<file path="src/rtl/dmem_port_arbiter_pkg.sv">
// Shared types and default widths for the data-memory port arbiter.
package dmem_arb_pkg;

  localparam int DMEM_ADDR_W = 9;
  localparam int DMEM_DATA_W = 32;

  typedef enum logic {
    ARB_FIXED = 1'b0,
    ARB_RR    = 1'b1
  } arb_mode_e;

  typedef struct packed {
    logic                   wr;
    logic [DMEM_ADDR_W-1:0] addr;
    logic [DMEM_DATA_W-1:0] wdata;
  } dmem_req_t;

endpackage

</file>
<file path="src/rtl/dmem_port_arbiter_if.sv">
// Requester-side bundle: per-requester valid/ready request channel plus the shared read response.
interface dmem_port_arbiter_if
  import dmem_arb_pkg::*;
#(
  parameter int NREQ   = 2,
  parameter int ADDR_W = DMEM_ADDR_W,
  parameter int DATA_W = DMEM_DATA_W
);

  logic [NREQ-1:0]        req_valid;
  logic [NREQ-1:0]        req_wr;
  logic [NREQ*ADDR_W-1:0] req_addr;
  logic [NREQ*DATA_W-1:0] req_wdata;
  logic [NREQ-1:0]        req_ready;
  logic [NREQ-1:0]        rsp_valid;
  logic [DATA_W-1:0]      rsp_rdata;

  modport master (
    output req_valid, req_wr, req_addr, req_wdata,
    input  req_ready, rsp_valid, rsp_rdata
  );

  modport slave (
    input  req_valid, req_wr, req_addr, req_wdata,
    output req_ready, rsp_valid, rsp_rdata
  );

endinterface

</file>
<file path="src/rtl/dmem_port_arbiter_rr_pick.sv">
// Combinational one-hot pick: first set request bit at or after the start pointer, wrapping around.
module rr_pick #(
  parameter int NREQ = 2,
  parameter int PW   = (NREQ > 1) ? $clog2(NREQ) : 1
) (
  input  logic [NREQ-1:0] req,
  input  logic [PW-1:0]   ptr,
  output logic [NREQ-1:0] grant
);

  logic [2*NREQ-1:0] req_rot2;
  logic [2*NREQ-1:0] grant_rot2;
  logic [NREQ-1:0]   rot_req;
  logic [NREQ-1:0]   rot_grant;

  // Rotate so the pointer lands on bit 0, isolate the lowest set bit, then rotate back.
  always_comb begin
    req_rot2   = {req, req} >> ptr;
    rot_req    = req_rot2[NREQ-1:0];
    rot_grant  = rot_req & (-rot_req);
    grant_rot2 = {rot_grant, rot_grant} << ptr;
    grant      = grant_rot2[2*NREQ-1:NREQ];
  end

endmodule

</file>
<file path="src/rtl/dmem_port_arbiter.sv">
// Shares the single-port data RAM between NREQ requesters (core load/store and program loader).
module dmem_port_arbiter
  import dmem_arb_pkg::*;
#(
  parameter int NREQ     = 2,
  parameter int ADDR_W   = DMEM_ADDR_W,
  parameter int DATA_W   = DMEM_DATA_W,
  parameter int RR_MODE  = 1,
  parameter int MAX_WAIT = 8
) (
  input  logic                clk,
  input  logic                reset,
  dmem_port_arbiter_if.slave  req_bus,
  output logic                wr,
  output logic                rd,
  output logic [ADDR_W-1:0]   addr,
  output logic [DATA_W-1:0]   wr_data,
  input  logic [DATA_W-1:0]   rd_data
);

  localparam int        PW   = (NREQ > 1) ? $clog2(NREQ) : 1;
  localparam int        CW   = $clog2(MAX_WAIT + 1);
  localparam arb_mode_e MODE = (RR_MODE != 0) ? ARB_RR : ARB_FIXED;

  logic [PW-1:0]   rr_ptr;
  logic [PW-1:0]   next_ptr;
  logic [PW-1:0]   pick_ptr;
  logic [CW-1:0]   wait_cnt [NREQ];
  logic [NREQ-1:0] aged;
  logic [NREQ-1:0] pick_req;
  logic [NREQ-1:0] pick_grant;
  logic [NREQ-1:0] grant;
  logic [NREQ-1:0] rsp_owner;
  logic            rsp_flag;

  // Fixed mode narrows the candidates to starved requesters whenever any has aged out.
  always_comb begin
    aged = '0;
    for (int i = 0; i < NREQ; i++) begin
      aged[i] = req_bus.req_valid[i] && (wait_cnt[i] == CW'(MAX_WAIT));
    end
    if (MODE == ARB_RR) begin
      pick_req = req_bus.req_valid;
      pick_ptr = rr_ptr;
    end else begin
      pick_req = (|aged) ? aged : req_bus.req_valid;
      pick_ptr = '0;
    end
  end

  rr_pick #(
    .NREQ (NREQ),
    .PW   (PW)
  ) u_pick (
    .req   (pick_req),
    .ptr   (pick_ptr),
    .grant (pick_grant)
  );

  assign grant = reset ? '0 : pick_grant;

  always_comb begin
    next_ptr = rr_ptr;
    for (int i = 0; i < NREQ; i++) begin
      if (grant[i]) next_ptr = (i == NREQ - 1) ? '0 : PW'(i + 1);
    end
  end

  always_comb begin
    wr      = 1'b0;
    rd      = 1'b0;
    addr    = '0;
    wr_data = '0;
    for (int i = 0; i < NREQ; i++) begin
      if (grant[i]) begin
        wr      = req_bus.req_wr[i];
        rd      = ~req_bus.req_wr[i];
        addr    = req_bus.req_addr[i*ADDR_W +: ADDR_W];
        wr_data = req_bus.req_wdata[i*DATA_W +: DATA_W];
      end
    end
  end

  // Masking with reset drops a response whose read was accepted just before reset arrived.
  assign req_bus.req_ready = grant;
  assign req_bus.rsp_valid = (rsp_flag && !reset) ? rsp_owner : '0;
  assign req_bus.rsp_rdata = (rsp_flag && !reset) ? rd_data : '0;

  always_ff @(posedge clk) begin
    if (reset) begin
      rr_ptr    <= '0;
      rsp_flag  <= 1'b0;
      rsp_owner <= '0;
      for (int i = 0; i < NREQ; i++) wait_cnt[i] <= '0;
    end else begin
      rsp_flag  <= rd;
      rsp_owner <= rd ? grant : '0;
      if (|grant) rr_ptr <= next_ptr;
      for (int i = 0; i < NREQ; i++) begin
        if (!req_bus.req_valid[i] || grant[i]) begin
          wait_cnt[i] <= '0;
        end else if (wait_cnt[i] != CW'(MAX_WAIT)) begin
          wait_cnt[i] <= wait_cnt[i] + 1'b1;
        end
      end
    end
  end

endmodule

</file>
<file path="src/flat_wrapper.sv">
// flat-port wrapper written by rule: the top's interface ports become plain ports
module dmem_port_arbiter_flat import dmem_arb_pkg::*;
#(
  parameter int NREQ     = 2,
  parameter int ADDR_W   = DMEM_ADDR_W,
  parameter int DATA_W   = DMEM_DATA_W,
  parameter int RR_MODE  = 1,
  parameter int MAX_WAIT = 8
)
  (clk, reset, wr, rd, addr, wr_data, rd_data, req_bus_req_valid, req_bus_req_wr, req_bus_req_addr, req_bus_req_wdata, req_bus_req_ready, req_bus_rsp_valid, req_bus_rsp_rdata);
  dmem_port_arbiter_if #(.NREQ(NREQ), .ADDR_W(ADDR_W), .DATA_W(DATA_W)) req_bus_i ();
  input  logic clk;
  input  logic reset;
  output logic wr;
  output logic rd;
  output logic [ADDR_W-1:0] addr;
  output logic [DATA_W-1:0] wr_data;
  input  logic [DATA_W-1:0] rd_data;
  input wire logic [$bits(req_bus_i.req_valid)-1:0] req_bus_req_valid;
  input wire logic [$bits(req_bus_i.req_wr)-1:0] req_bus_req_wr;
  input wire logic [$bits(req_bus_i.req_addr)-1:0] req_bus_req_addr;
  input wire logic [$bits(req_bus_i.req_wdata)-1:0] req_bus_req_wdata;
  output wire logic [$bits(req_bus_i.req_ready)-1:0] req_bus_req_ready;
  output wire logic [$bits(req_bus_i.rsp_valid)-1:0] req_bus_rsp_valid;
  output wire logic [$bits(req_bus_i.rsp_rdata)-1:0] req_bus_rsp_rdata;
  assign req_bus_i.req_valid = req_bus_req_valid;
  assign req_bus_i.req_wr = req_bus_req_wr;
  assign req_bus_i.req_addr = req_bus_req_addr;
  assign req_bus_i.req_wdata = req_bus_req_wdata;
  assign req_bus_req_ready = req_bus_i.req_ready;
  assign req_bus_rsp_valid = req_bus_i.rsp_valid;
  assign req_bus_rsp_rdata = req_bus_i.rsp_rdata;
  dmem_port_arbiter #(.NREQ(NREQ), .ADDR_W(ADDR_W), .DATA_W(DATA_W), .RR_MODE(RR_MODE), .MAX_WAIT(MAX_WAIT)) u_core (.clk(clk), .reset(reset), .req_bus(req_bus_i), .wr(wr), .rd(rd), .addr(addr), .wr_data(wr_data), .rd_data(rd_data));
endmodule
</file>
<file path="config.mk">
export PLATFORM = sky130hd
export DESIGN_NAME = dmem_port_arbiter_flat
export DESIGN_NICKNAME = d
export VERILOG_FILES = /design/src/rtl/dmem_port_arbiter_pkg.sv /design/src/rtl/dmem_port_arbiter_if.sv /design/src/rtl/dmem_port_arbiter_rr_pick.sv /design/src/rtl/dmem_port_arbiter.sv /design/src/flat_wrapper.sv
export SDC_FILE = /design/constraint.sdc
export NUM_CORES = 1
export LEC_CHECK = 0
export CORE_MARGIN = 4
export CORE_UTILIZATION = 19
export DETAILED_ROUTE_END_ITERATION = 8
export PLACE_DENSITY = 0.79
export SLEW_MARGIN = 30
export SYNTH_ARGS = -nofsm -noshare
export SYNTH_HDL_FRONTEND = slang
export SYNTH_SLANG_ARGS = --single-unit
</file>
<file path="constraint.sdc">
create_clock -name clk -period 1.6 [get_ports clk]
set_input_delay 0.48 -clock clk [delete_from_list [all_inputs] [get_ports clk]]
set_output_delay 0.48 -clock clk [all_outputs]
set_load 0.03 [all_outputs]
</file>
==> impl_metrics.json <==
{
  "die_x_um": 83.87,
  "cp-start-kind": "flip-flop",
  "multi_input_area_um2": 1275,
  "overflow": 0,
  "cts_hold_buf": 0,
  "dp_hpwl_um": 5609,
  "fill_cells": 401,
  "synth_area_leaders": "a32oi_1 34%, and2_1 19%, nor2_1 16%",
  "fin_nets": 497,
  "ant_nets": 0,
  "synth_top_area_share_pct": 33.64,
  "vias": 2197,
  "hold_viol": 0,
  "ys_async_sr_fraction_pct": 0,
  "finalPower_w": 0.001611,
  "finClkSkew_ps": 1.335,
  "wl_per_cell_um": 19.84,
  "ys_seq_elements": 4,
  "worst_path_largest_cell_delay_ps": 320,
  "violations": "negative setup slack",
  "initial_core_util_pct": 19.74,
  "syn_avg_cell_area_um2": 6.835,
  "leakage_nw": 1.695,
  "period_needed_ps": 2014,
  "syn_to_final_growth_pct": 280.4,
  "clock-sinks": 4,
  "insertedDiodeCount": 0,
  "viasPerCell": 4.915,
  "pin_count": 199,
  "initialDrtViolationCount": 34,
  "status": "complete, but fails checks",
  "p_per_area_nw_per_um2": 387.3,
  "slew_violations": 0,
  "syn-instance-count": 160,
  "relSlewSlack_pct": 71.85,
  "vdd_drop_max_mv": 0.3020,
  "dieArea_um2": 7033,
  "setup_violations": 79,
  "tightest_slew_ps": 422.2,
  "setup.worst_path.end_class": "primary output",
  "grt_use_total_pct": 22.01,
  "die_y_um": 83.87,
  "h-tree-depth": 1,
  "drv_cap": 0,
  "synth_cell_types": 17,
  "synth_ff_type": "dfxtp_1",
  "path_max_fanout": 6,
  "yosysWarnings": 0,
  "route.detailed.drc": 0,
  "drtPass1Iterations": 4,
  "setup-tns-final_ps": -22620,
  "crit_top_cell": "buf_12",
  "grt_pass1_wl_um": 12410,
  "worstPathCellList": "buf_6, a21boi_4, buf_12, buf_12, buf_12, a32oi_2, nor2_2, buf_6",
  "worstPathArrival_ps": 1530,
  "cts_root_buf": "clkbuf_8",
  "gp_congestion": 0.7785,
  "wl_um": 8870,
  "max_freq_ghz": 0.4965,
  "grt_max_degree": 34,
  "rsz0062_at_grt": "true",
  "path_clk_slew_ps": 30,
  "synth.most_common_cell": "nor2_1",
  "crit_family": "buffers and inverters",
  "portBuffers": 198,
  "cts_buffer_depth": 2,
  "hold_path_class": "in2reg",
  "setup_slack_ps": -414.2,
  "synth_area_um2": 1094,
  "seqCellArea_um2": 81.33,
  "synth_common_cells": "46 x nor2_1, 42 x a32oi_1, 34 x and2_1",
  "worstPathRequired_ps": 1120,
  "cts_buffers": 3,
  "yosysTopAreaCell": "a32oi_1",
  "slowest_stage": "dfxtp_2",
  "antenna_found_initial": 1,
  "drive_gt1_share_pct": 63.20,
  "seq_area_frac_synth_pct": 7.323,
  "fin_crit_sh_pct": 125.9,
  "cp_num_buf_inv": 5,
  "synth_edf_count": 0,
  "coreArea_um2": 5540,
  "syn_nets": 280,
  "crit_type": "reg2out",
  "grt_pass1_vias": 2289,
  "row_count": 27,
  "clk_latency_ps": 220,
  "cts_tree": "yes"
}
==> cells by family after synthesis <==
| kind of cell | synth area share (%) |
|---|---|
| buf+inv | 16.82 |
| simple gates | 38.67 |
| compound gates | 37.18 |
| flops | 7.323 |
==> sequential cells by signal, summed over array words and instances (netlist names) <==
register / cells
u_core.pick_ptr: 1
u_core.rsp_owner: 2
u_core.rsp_flag: 1
==> layer usage <==
| layer | track usage [%] | vias to the layer above | wire, µm |
|---|---|---|---|
| li1 | - | 1032 | - |
| met1 | 25.04 | 1056 | 3373 |
| met2 | 41.72 | 91 | 4802 |
| met3 | 4.541 | 16 | 555 |
| met4 | 4.678 | 2 | 131 |
| met5 | 0 | - | 8 |
==> report_power, final <==
| part | internal, W | leakage (nW) | switching, W |
|---|---|---|---|
| clock | 0.000161 | 0.0216 | 0.0000564 |
| combinational | 0.000710 | 1.64 | 0.000575 |
| sequential | 0.000107 | 0.0332 | 0.00000291 |
==> through the flow <==
stage | util (%) | cell area (µm²) | setup slack [ps] | instances | hold WS [ps]
after detailed placement | 57.90 | 3208 | -727.8 | 426 | 627.2
final | 75.09 | 4160 | -414.2 | 447 | 630.9
after global placement | 57.90 | 3208 | -690.2 | 426 | 611.0
after floorplan | - | 1260 | -217.5 | 160 | 556.8
after global routing | 75.09 | 4160 | -475.6 | 447 | 674.1
after CTS | 71.88 | 3983 | -425.2 | 441 | 613.5
==> area by class of cell <==
| class | count | share of cell area (%) |
|---|---|---|
| inverter | 1 | 0.09023 |
| timing repair buffer | 234 | 64.15 |
| sequential | 4 | 1.955 |
| multi-input combinational | 133 | 30.65 |
| tap | 72 | 2.165 |
| clock buffer | 3 | 0.9925 |
==> worst min-delay path, stage by stage <==
cell and delay [ps]:
buf_6 90, buf_4 100, o21ai_0 60, nor2_1 90
==> path summary, 6_finish.rpt <==
| check | slack, ps | to | depth (start not counted) | startpoint |
|---|---|---|---|---|
| worst max-delay path | -410 | wr_data[6] | 8 | u_core.pick_ptr |
| worst min-delay path | 630 | u_core.pick_ptr | 4 | req_bus_req_valid[0] |
| worst max register to register | 290 | u_core.rsp_flag | 8 | u_core.pick_ptr |
| worst min register to register | 640 | u_core.pick_ptr | 4 | u_core.pick_ptr |
==> cells in the final DEF (no fill, tap or decap), drive strengths merged, types with 2 or more instances in the layout <==
master	synthesis	final
o31ai	2	2
a32oi	42	42
nor2	46	46
dfxtp	4	4
dlygate4sd2	0	6
clkbuf	6	9
buf	16	112
clkdlybuf4s50	0	109
nand2	4	4
and2	34	34
==> repair_timing <==
item,CTS,global route
pin swaps,22,22
gates resized for setup,133,26
buffers inserted,8,5
cloned,5,5
endpoints found under the setup margin,80,79
Power figures use the tool's default switching activity.
